**src/rtl/ecu_pkg.sv**
```systemverilog
// ecu_pkg: shared definitions for the ECU traffic endpoint.
//   - Tx FSM state encoding
//   - flit field offsets.  A flit is {tail, payload, dest_y, dest_x}, with dest_x at the LSBs.
//   - clog2 helper, which never returns less than 1
package ecu_pkg;

  typedef enum logic {IDLE = 1'b0, SEND = 1'b1} state_e;

  function automatic int clog2i(input int n);
    int r;
    r = 0;
    while ((1 << r) < n) r++;
    return (r < 1) ? 1 : r;
  endfunction

  function automatic int dx_lsb();
    return 0;
  endfunction

  function automatic int dy_lsb(input int x_w);
    return x_w;
  endfunction

  function automatic int pl_lsb(input int x_w, input int y_w);
    return x_w + y_w;
  endfunction

  function automatic int tail_bit(input int x_w, input int y_w, input int dw);
    return x_w + y_w + dw;
  endfunction

endpackage

```
**src/rtl/ecu_rr_arbiter.sv**
```systemverilog
// ecu_rr_arbiter: combinational round-robin pick.
//   req     : one pending bit per message entry
//   ptr     : first index to consider; the search wraps around
//   gnt_idx : selected entry (0 when there is no request)
//   gnt_any : at least one request is present
module ecu_rr_arbiter
  import ecu_pkg::*;
#(
  parameter int NUM_MSG = 4,
  parameter int IDX_W   = 2
) (
  input  logic [NUM_MSG-1:0] req,
  input  logic [IDX_W-1:0]   ptr,
  output logic [IDX_W-1:0]   gnt_idx,
  output logic               gnt_any
);

  always_comb begin
    logic [IDX_W-1:0] idx_v;
    gnt_idx = '0;
    gnt_any = 1'b0;
    idx_v   = '0;
    for (int i = 0; i < NUM_MSG; i++) begin
      idx_v = IDX_W'((int'(ptr) + i) % NUM_MSG);
      if (!gnt_any && req[idx_v]) begin
        gnt_any = 1'b1;
        gnt_idx = idx_v;
      end
    end
  end

endmodule

```
**src/rtl/ecu_traffic_gen.sv**
```systemverilog
// ecu_traffic_gen: a programmable, periodic CAN-over-NoC traffic source and sink.
//   cfg_*           : message table write port (one entry per cycle)
//   o_data/o_valid  : Tx flit to the router; held stable until i_ready
//   i_data/i_valid  : Rx flit from the router; the sink always accepts
//   rx_count, rx_last_payload, rx_err : Rx statistics
//   ovr_count       : periods lost because the entry was still pending
module ecu_traffic_gen
  import ecu_pkg::*;
#(
  parameter int XCORD      = 0,
  parameter int YCORD      = 0,
  parameter int X_W        = 1,
  parameter int Y_W        = 1,
  parameter int DATA_WIDTH = 128,
  parameter int NUM_MSG    = 4,
  parameter int PER_W      = 16,
  parameter int CNT_W      = 16,
  localparam int FLIT_W    = X_W + Y_W + DATA_WIDTH + 1,
  localparam int IDX_W     = clog2i(NUM_MSG)
) (
  input  logic                  clk,
  input  logic                  rst,
  input  logic                  cfg_we,
  input  logic [IDX_W-1:0]      cfg_addr,
  input  logic                  cfg_en,
  input  logic [X_W-1:0]        cfg_dest_x,
  input  logic [Y_W-1:0]        cfg_dest_y,
  input  logic [DATA_WIDTH-1:0] cfg_payload,
  input  logic [PER_W-1:0]      cfg_period,
  output logic [FLIT_W-1:0]     o_data,
  output logic                  o_valid,
  input  logic                  i_ready,
  input  logic [FLIT_W-1:0]     i_data,
  input  logic                  i_valid,
  output logic [CNT_W-1:0]      rx_count,
  output logic [DATA_WIDTH-1:0] rx_last_payload,
  output logic                  rx_err,
  output logic [CNT_W-1:0]      ovr_count
);

  localparam int DX_LSB   = dx_lsb();
  localparam int DY_LSB   = dy_lsb(X_W);
  localparam int PL_LSB   = pl_lsb(X_W, Y_W);
  localparam int TAIL_BIT = tail_bit(X_W, Y_W, DATA_WIDTH);

  // message table and per-entry scheduling state
  logic [NUM_MSG-1:0]                 en_q, en_d, pend_q, pend_d;
  logic [NUM_MSG-1:0][X_W-1:0]        dx_q, dx_d;
  logic [NUM_MSG-1:0][Y_W-1:0]        dy_q, dy_d;
  logic [NUM_MSG-1:0][DATA_WIDTH-1:0] pl_q, pl_d;
  logic [NUM_MSG-1:0][PER_W-1:0]      per_q, per_d, cnt_q, cnt_d;
  logic [IDX_W-1:0]                   rr_q, rr_d;
  state_e                             state_q, state_d;
  logic [FLIT_W-1:0]                  o_data_q, o_data_d;
  logic                               o_valid_q, o_valid_d;
  logic [CNT_W-1:0]                   rx_count_q, rx_count_d, ovr_q, ovr_d;
  logic [DATA_WIDTH-1:0]              rx_pl_q, rx_pl_d;
  logic                               rx_err_q, rx_err_d;

  logic [IDX_W-1:0] gnt_idx;
  logic             gnt_any;

  // the tail bit of incoming flits carries no information for the sink
  logic unused_tail;
  assign unused_tail = i_data[TAIL_BIT];

  ecu_rr_arbiter #(.NUM_MSG(NUM_MSG), .IDX_W(IDX_W)) u_arb (
    .req     (pend_q),
    .ptr     (rr_q),
    .gnt_idx (gnt_idx),
    .gnt_any (gnt_any)
  );

  always_comb begin
    logic [NUM_MSG-1:0] clr;
    logic [FLIT_W-1:0]  flit_v;
    logic [CNT_W:0]     ovr_sum;
    int                 ovr_n;
    en_d = en_q;  pend_d = pend_q;  dx_d = dx_q;  dy_d = dy_q;
    pl_d = pl_q;  per_d = per_q;    cnt_d = cnt_q;
    rr_d = rr_q;  state_d = state_q;
    o_data_d = o_data_q;  o_valid_d = o_valid_q;
    rx_count_d = rx_count_q;  rx_pl_d = rx_pl_q;  rx_err_d = rx_err_q;
    clr = '0;  ovr_n = 0;  flit_v = '0;

    flit_v[DX_LSB +: X_W]        = dx_q[gnt_idx];
    flit_v[DY_LSB +: Y_W]        = dy_q[gnt_idx];
    flit_v[PL_LSB +: DATA_WIDTH] = pl_q[gnt_idx];
    flit_v[TAIL_BIT]             = 1'b1;

    case (state_q)
      IDLE: if (gnt_any) begin
        o_data_d     = flit_v;
        o_valid_d    = 1'b1;
        clr[gnt_idx] = 1'b1;
        rr_d         = (gnt_idx == IDX_W'(NUM_MSG - 1)) ? '0 : gnt_idx + 1'b1;
        state_d      = SEND;
      end
      SEND: if (o_valid_q && i_ready) begin
        o_valid_d = 1'b0;
        state_d   = IDLE;
      end
      default: state_d = IDLE;
    endcase

    for (int i = 0; i < NUM_MSG; i++) begin
      if (en_q[i]) begin
        if (cnt_q[i] == '0) begin
          cnt_d[i] = per_q[i];
          // a fire that coincides with this entry's grant is a fresh period, not an overrun
          if (pend_q[i] && !clr[i]) ovr_n++;
          pend_d[i] = 1'b1;
        end else begin
          cnt_d[i] = cnt_q[i] - 1'b1;
          if (clr[i]) pend_d[i] = 1'b0;
        end
      end else if (clr[i]) begin
        pend_d[i] = 1'b0;
      end
      // a table write overrides the scheduling update; o_data is a separate copy and is unaffected
      if (cfg_we && cfg_addr == IDX_W'(i)) begin
        en_d[i]   = cfg_en;
        dx_d[i]   = cfg_dest_x;
        dy_d[i]   = cfg_dest_y;
        pl_d[i]   = cfg_payload;
        per_d[i]  = cfg_period;
        cnt_d[i]  = cfg_period;
        pend_d[i] = 1'b0;
      end
    end

    ovr_sum = {1'b0, ovr_q} + (CNT_W + 1)'(ovr_n);
    ovr_d   = ovr_sum[CNT_W] ? '1 : ovr_sum[CNT_W-1:0];

    if (i_valid) begin
      rx_count_d = rx_count_q + 1'b1;
      rx_pl_d    = i_data[PL_LSB +: DATA_WIDTH];
      if (i_data[DX_LSB +: X_W] != X_W'(XCORD) || i_data[DY_LSB +: Y_W] != Y_W'(YCORD))
        rx_err_d = 1'b1;
    end
  end

  always_ff @(posedge clk or posedge rst) begin
    if (rst) begin
      en_q <= '0;  pend_q <= '0;  dx_q <= '0;  dy_q <= '0;
      pl_q <= '0;  per_q <= '0;   cnt_q <= '0;
      rr_q <= '0;  state_q <= IDLE;
      o_data_q <= '0;  o_valid_q <= 1'b0;
      rx_count_q <= '0;  rx_pl_q <= '0;  rx_err_q <= 1'b0;  ovr_q <= '0;
    end else begin
      en_q <= en_d;  pend_q <= pend_d;  dx_q <= dx_d;  dy_q <= dy_d;
      pl_q <= pl_d;  per_q <= per_d;    cnt_q <= cnt_d;
      rr_q <= rr_d;  state_q <= state_d;
      o_data_q <= o_data_d;  o_valid_q <= o_valid_d;
      rx_count_q <= rx_count_d;  rx_pl_q <= rx_pl_d;  rx_err_q <= rx_err_d;  ovr_q <= ovr_d;
    end
  end

  assign o_data          = o_data_q;
  assign o_valid         = o_valid_q;
  assign rx_count        = rx_count_q;
  assign rx_last_payload = rx_pl_q;
  assign rx_err          = rx_err_q;
  assign ovr_count       = ovr_q;

endmodule

```
**config.mk**
```make
export PLATFORM = sky130hd
export DESIGN_NAME = ecu_traffic_gen
export DESIGN_NICKNAME = d
export VERILOG_FILES = /design/src/rtl/ecu_pkg.sv /design/src/rtl/ecu_rr_arbiter.sv /design/src/rtl/ecu_traffic_gen.sv
export SDC_FILE = /design/constraint.sdc
export NUM_CORES = 2
export LEC_CHECK = 0
export ABC_AREA = 1
export CORE_MARGIN = 4
export CORE_UTILIZATION = 50
export DETAILED_ROUTE_END_ITERATION = 8
export GPL_ROUTABILITY_DRIVEN = 0
export PLACE_DENSITY = 0.74
export SLEW_MARGIN = 10
export SYNTH_ARGS = -nofsm -noshare
export SYNTH_HDL_FRONTEND = slang
export SYNTH_HIERARCHICAL = 1
export SYNTH_SLANG_ARGS = --single-unit
export TNS_END_PERCENT = 100
```
**constraint.sdc**
```tcl
create_clock -name clk -period 33.1 [get_ports clk]
set_input_delay 3.31 -clock clk [delete_from_list [all_inputs] [get_ports clk]]
set_output_delay 3.31 -clock clk [all_outputs]
set_load 0.01 [all_outputs]
```
==> results.cfg <==
[timing]
slew-limit-headroom = 0.2585
rsz0062_at_grt = false
setup_viol = 0
fin_crit_sh = 0.1952
drv_slew = 0
period_needed_ns = 6.460
worst_slew_pin_slew_ns = 1.112
fin_setup_tns_ns = 0
finalHoldViolCount = 0
fin_skew_ns = 0.02473
fmaxAchievable_ghz = 0.1548

[routing]
postRouteWirelength_um = 119200
dr_total_vias = 35450
drtPass1Iterations = 6
drt-initial-drc-count = 2778
drc = 0
final_antenna_net_count = 0
routedWlPerCell_um = 17.99
avgViaCountPerCell = 5.348

[floorplan]
die_area_mm2 = 0.08855
die_h_um = 297.6
start_util = 0.5074
core_mm2 = 0.08264
io_pins = 578
fp.dieW_um = 297.6
core.rowCount = 105

[power]
power_density_mw_per_mm2 = 85.91
power.total_mw = 4.446
leakagePower_nw = 24.84
vdd_drop_max_mv = 0.1385

[clock_tree]
ctsHoldBuffers = 0
cts_tree = built
clkTransAtPathRegs_ns = 0.06
postCtsResizedCells = 0
cts_sinks = 952
cts.htree.levels = 3
post-cts-setup-buffers = 0
cts_root_buf = clkbuf_16
clk_latency_ns = 0.66
cts_made_buffers = 101
clk_path_buf_depth = 3

[finish]
finalNonFillerCells = 6629
syn2layout_area_growth_pct = 23.45
fin_util = 0.6263
design_area_mm2 = 0.05175
layout-drive-gt1-share = 0.04576
fin_nets = 5772

[synth]
synth.area.top_cells = dfrtp_1, nand2_1, o21ai_0
async_flop_share = 1.000
ys_top_cells_by_count = nand2_1, dfrtp_1, o21ai_0
seq_area_frac_synth = 0.5682
synth_top_area_cell = dfrtp_1
synth_enable_flop_cells = 0
avgSynthCellArea_um2 = 8.320
synth-main-ff-cell = dfrtp_1
synth.top_cell.area_share = 0.5682
netlist_area_mm2 = 0.04193
netlist_instances = 5039
synth.most_common_cell = nand2_1
syn-num-nets = 5345
ys.warnings.count = 6
ys_ff_latch = 952
ys_types = 36

[outcome]
status = complete, no violations

[run]
drv_cap = 0

[setup_path]
crit_top_cell = buf_12
arrival_ns = 7.05
critPathTopFamily = buffers and inverters
critical_path.max_stage_delay_ns = 0.88
worstSetupPathType = input pin to asynchronous set/reset pin
crit_path_end_kind = asynchronous set/reset pin
cp_slowest_cell = buf_4
crit_chain = clkdlybuf4s50_1, inv_8, buf_12, buf_4, buf_12
startpoint_type = input pin
cp_max_fo = 186
required_ns = 33.70
path_buf_inv = 5

[grt]
overflow = 0
antenna_found_initial = 8
grtUsageTotal = 0.2648
grt_pass1_wl_um = 189300
grt_max_degree = 207
grt_pass1_vias = 34674

[place]
placed_area_mm2 = 0.04813
hpwl_um = 74130
dp.cells = 6433
port_buffers = 576

[hold_path]
min_path_type = register to register
## worst register-to-register path: cells and delay by family (launching register included)
family	cells	cell delay (ns)
and+or+nand+nor	21	2.56
AOI/OAI and AO/OA	1	0.21
adders and majority gates	5	1.53
DFF	1	0.62
buffers and inverters	3	1.01
## routing by layer
metal	share of wire	up-vias	GRT usage
met3	0.069	228	0.05459
li1	-	16991	-
met5	0.00011	-	0
met1	0.40	17023	0.3280
met4	0.048	2	0.1193
met2	0.48	1206	0.4494
## report_power, final
group	internal [mW]	leakage, nW	switching, mW
Sequential	1.42	11.7	0.157
Clock	0.729	1.78	0.476
Combinational	0.627	11.4	1.03
## registers in the layout (all words and copies together) (netlist names), 16 cells and up
name,cells
cnt_q,64
o_data,131
ovr_count,16
per_q,64
pl_q,512
rx_count,16
rx_last_payload,128
## layout make-up
cell class,instances,area [um2]
clock inverter,36,530.5
timing repair buffer,609,6073
fill,6957,30880
tap,1070,1339
clock buffer,152,3072
antenna,8,20.02
multi-input combinational,3388,15320
sequential,952,23820
inverter,414,1577
## logic make-up after synthesis
group,synth area share
AND/OR/NAND/NOR,0.2230
flip-flops,0.5682
AO/OA/AOI/OAI,0.1292
buffers and inverters,0.06709
XOR/XNOR,0.006058
adder cells (fa/ha/maj),0.006446
## stage by stage
step	setup WS [ns]	hold WS, ns
3_3_place_gp	25.83	0.4477
5_1_grt	26.10	0.4787
4_1_cts	26.53	0.4678
3_5_place_dp	25.82	0.4530
2_1_floorplan	3.015	0.4345
6_report	26.64	0.4641
## cells in the final DEF, fill, tap and decap left out, types with 15 or more instances in the layout
cell type / synthesis / layout
clkbuf_16: 0 / 103
ha_1: 20 / 20
clkdlybuf4s50_1: 0 / 575
o21ai_0: 452 / 452
dfrtp_1: 952 / 952
buf_4: 15 / 29
nand2_1: 1976 / 1976
xor2_1: 16 / 16
a31oi_1: 140 / 140
inv_1: 405 / 402
a21oi_1: 153 / 153
clkbuf_8: 0 / 31
clkinv_2: 0 / 16
nand4_1: 15 / 15
clkbuf_1: 139 / 18
nand3_1: 114 / 113
nor2_1: 223 / 222
o211ai_1: 181 / 181
## path summary, 6_finish.rpt
kind,from,end,slack (ns),cells past startpoint
hold reg to reg,pl_q[126],pl_q[126],0.46,2
hold / removal,pl_q[126],pl_q[126],0.46,2
setup / recovery,rst,pl_q[342],26.64,5
min in group asynchronous,rst,o_data[35],3.23,2
setup reg to reg,rr_q[0],ovr_count[13],27.10,30
max in group clk,rr_q[0],ovr_count[13],27.10,30
Note: power is estimated with default switching activity, not from simulation.
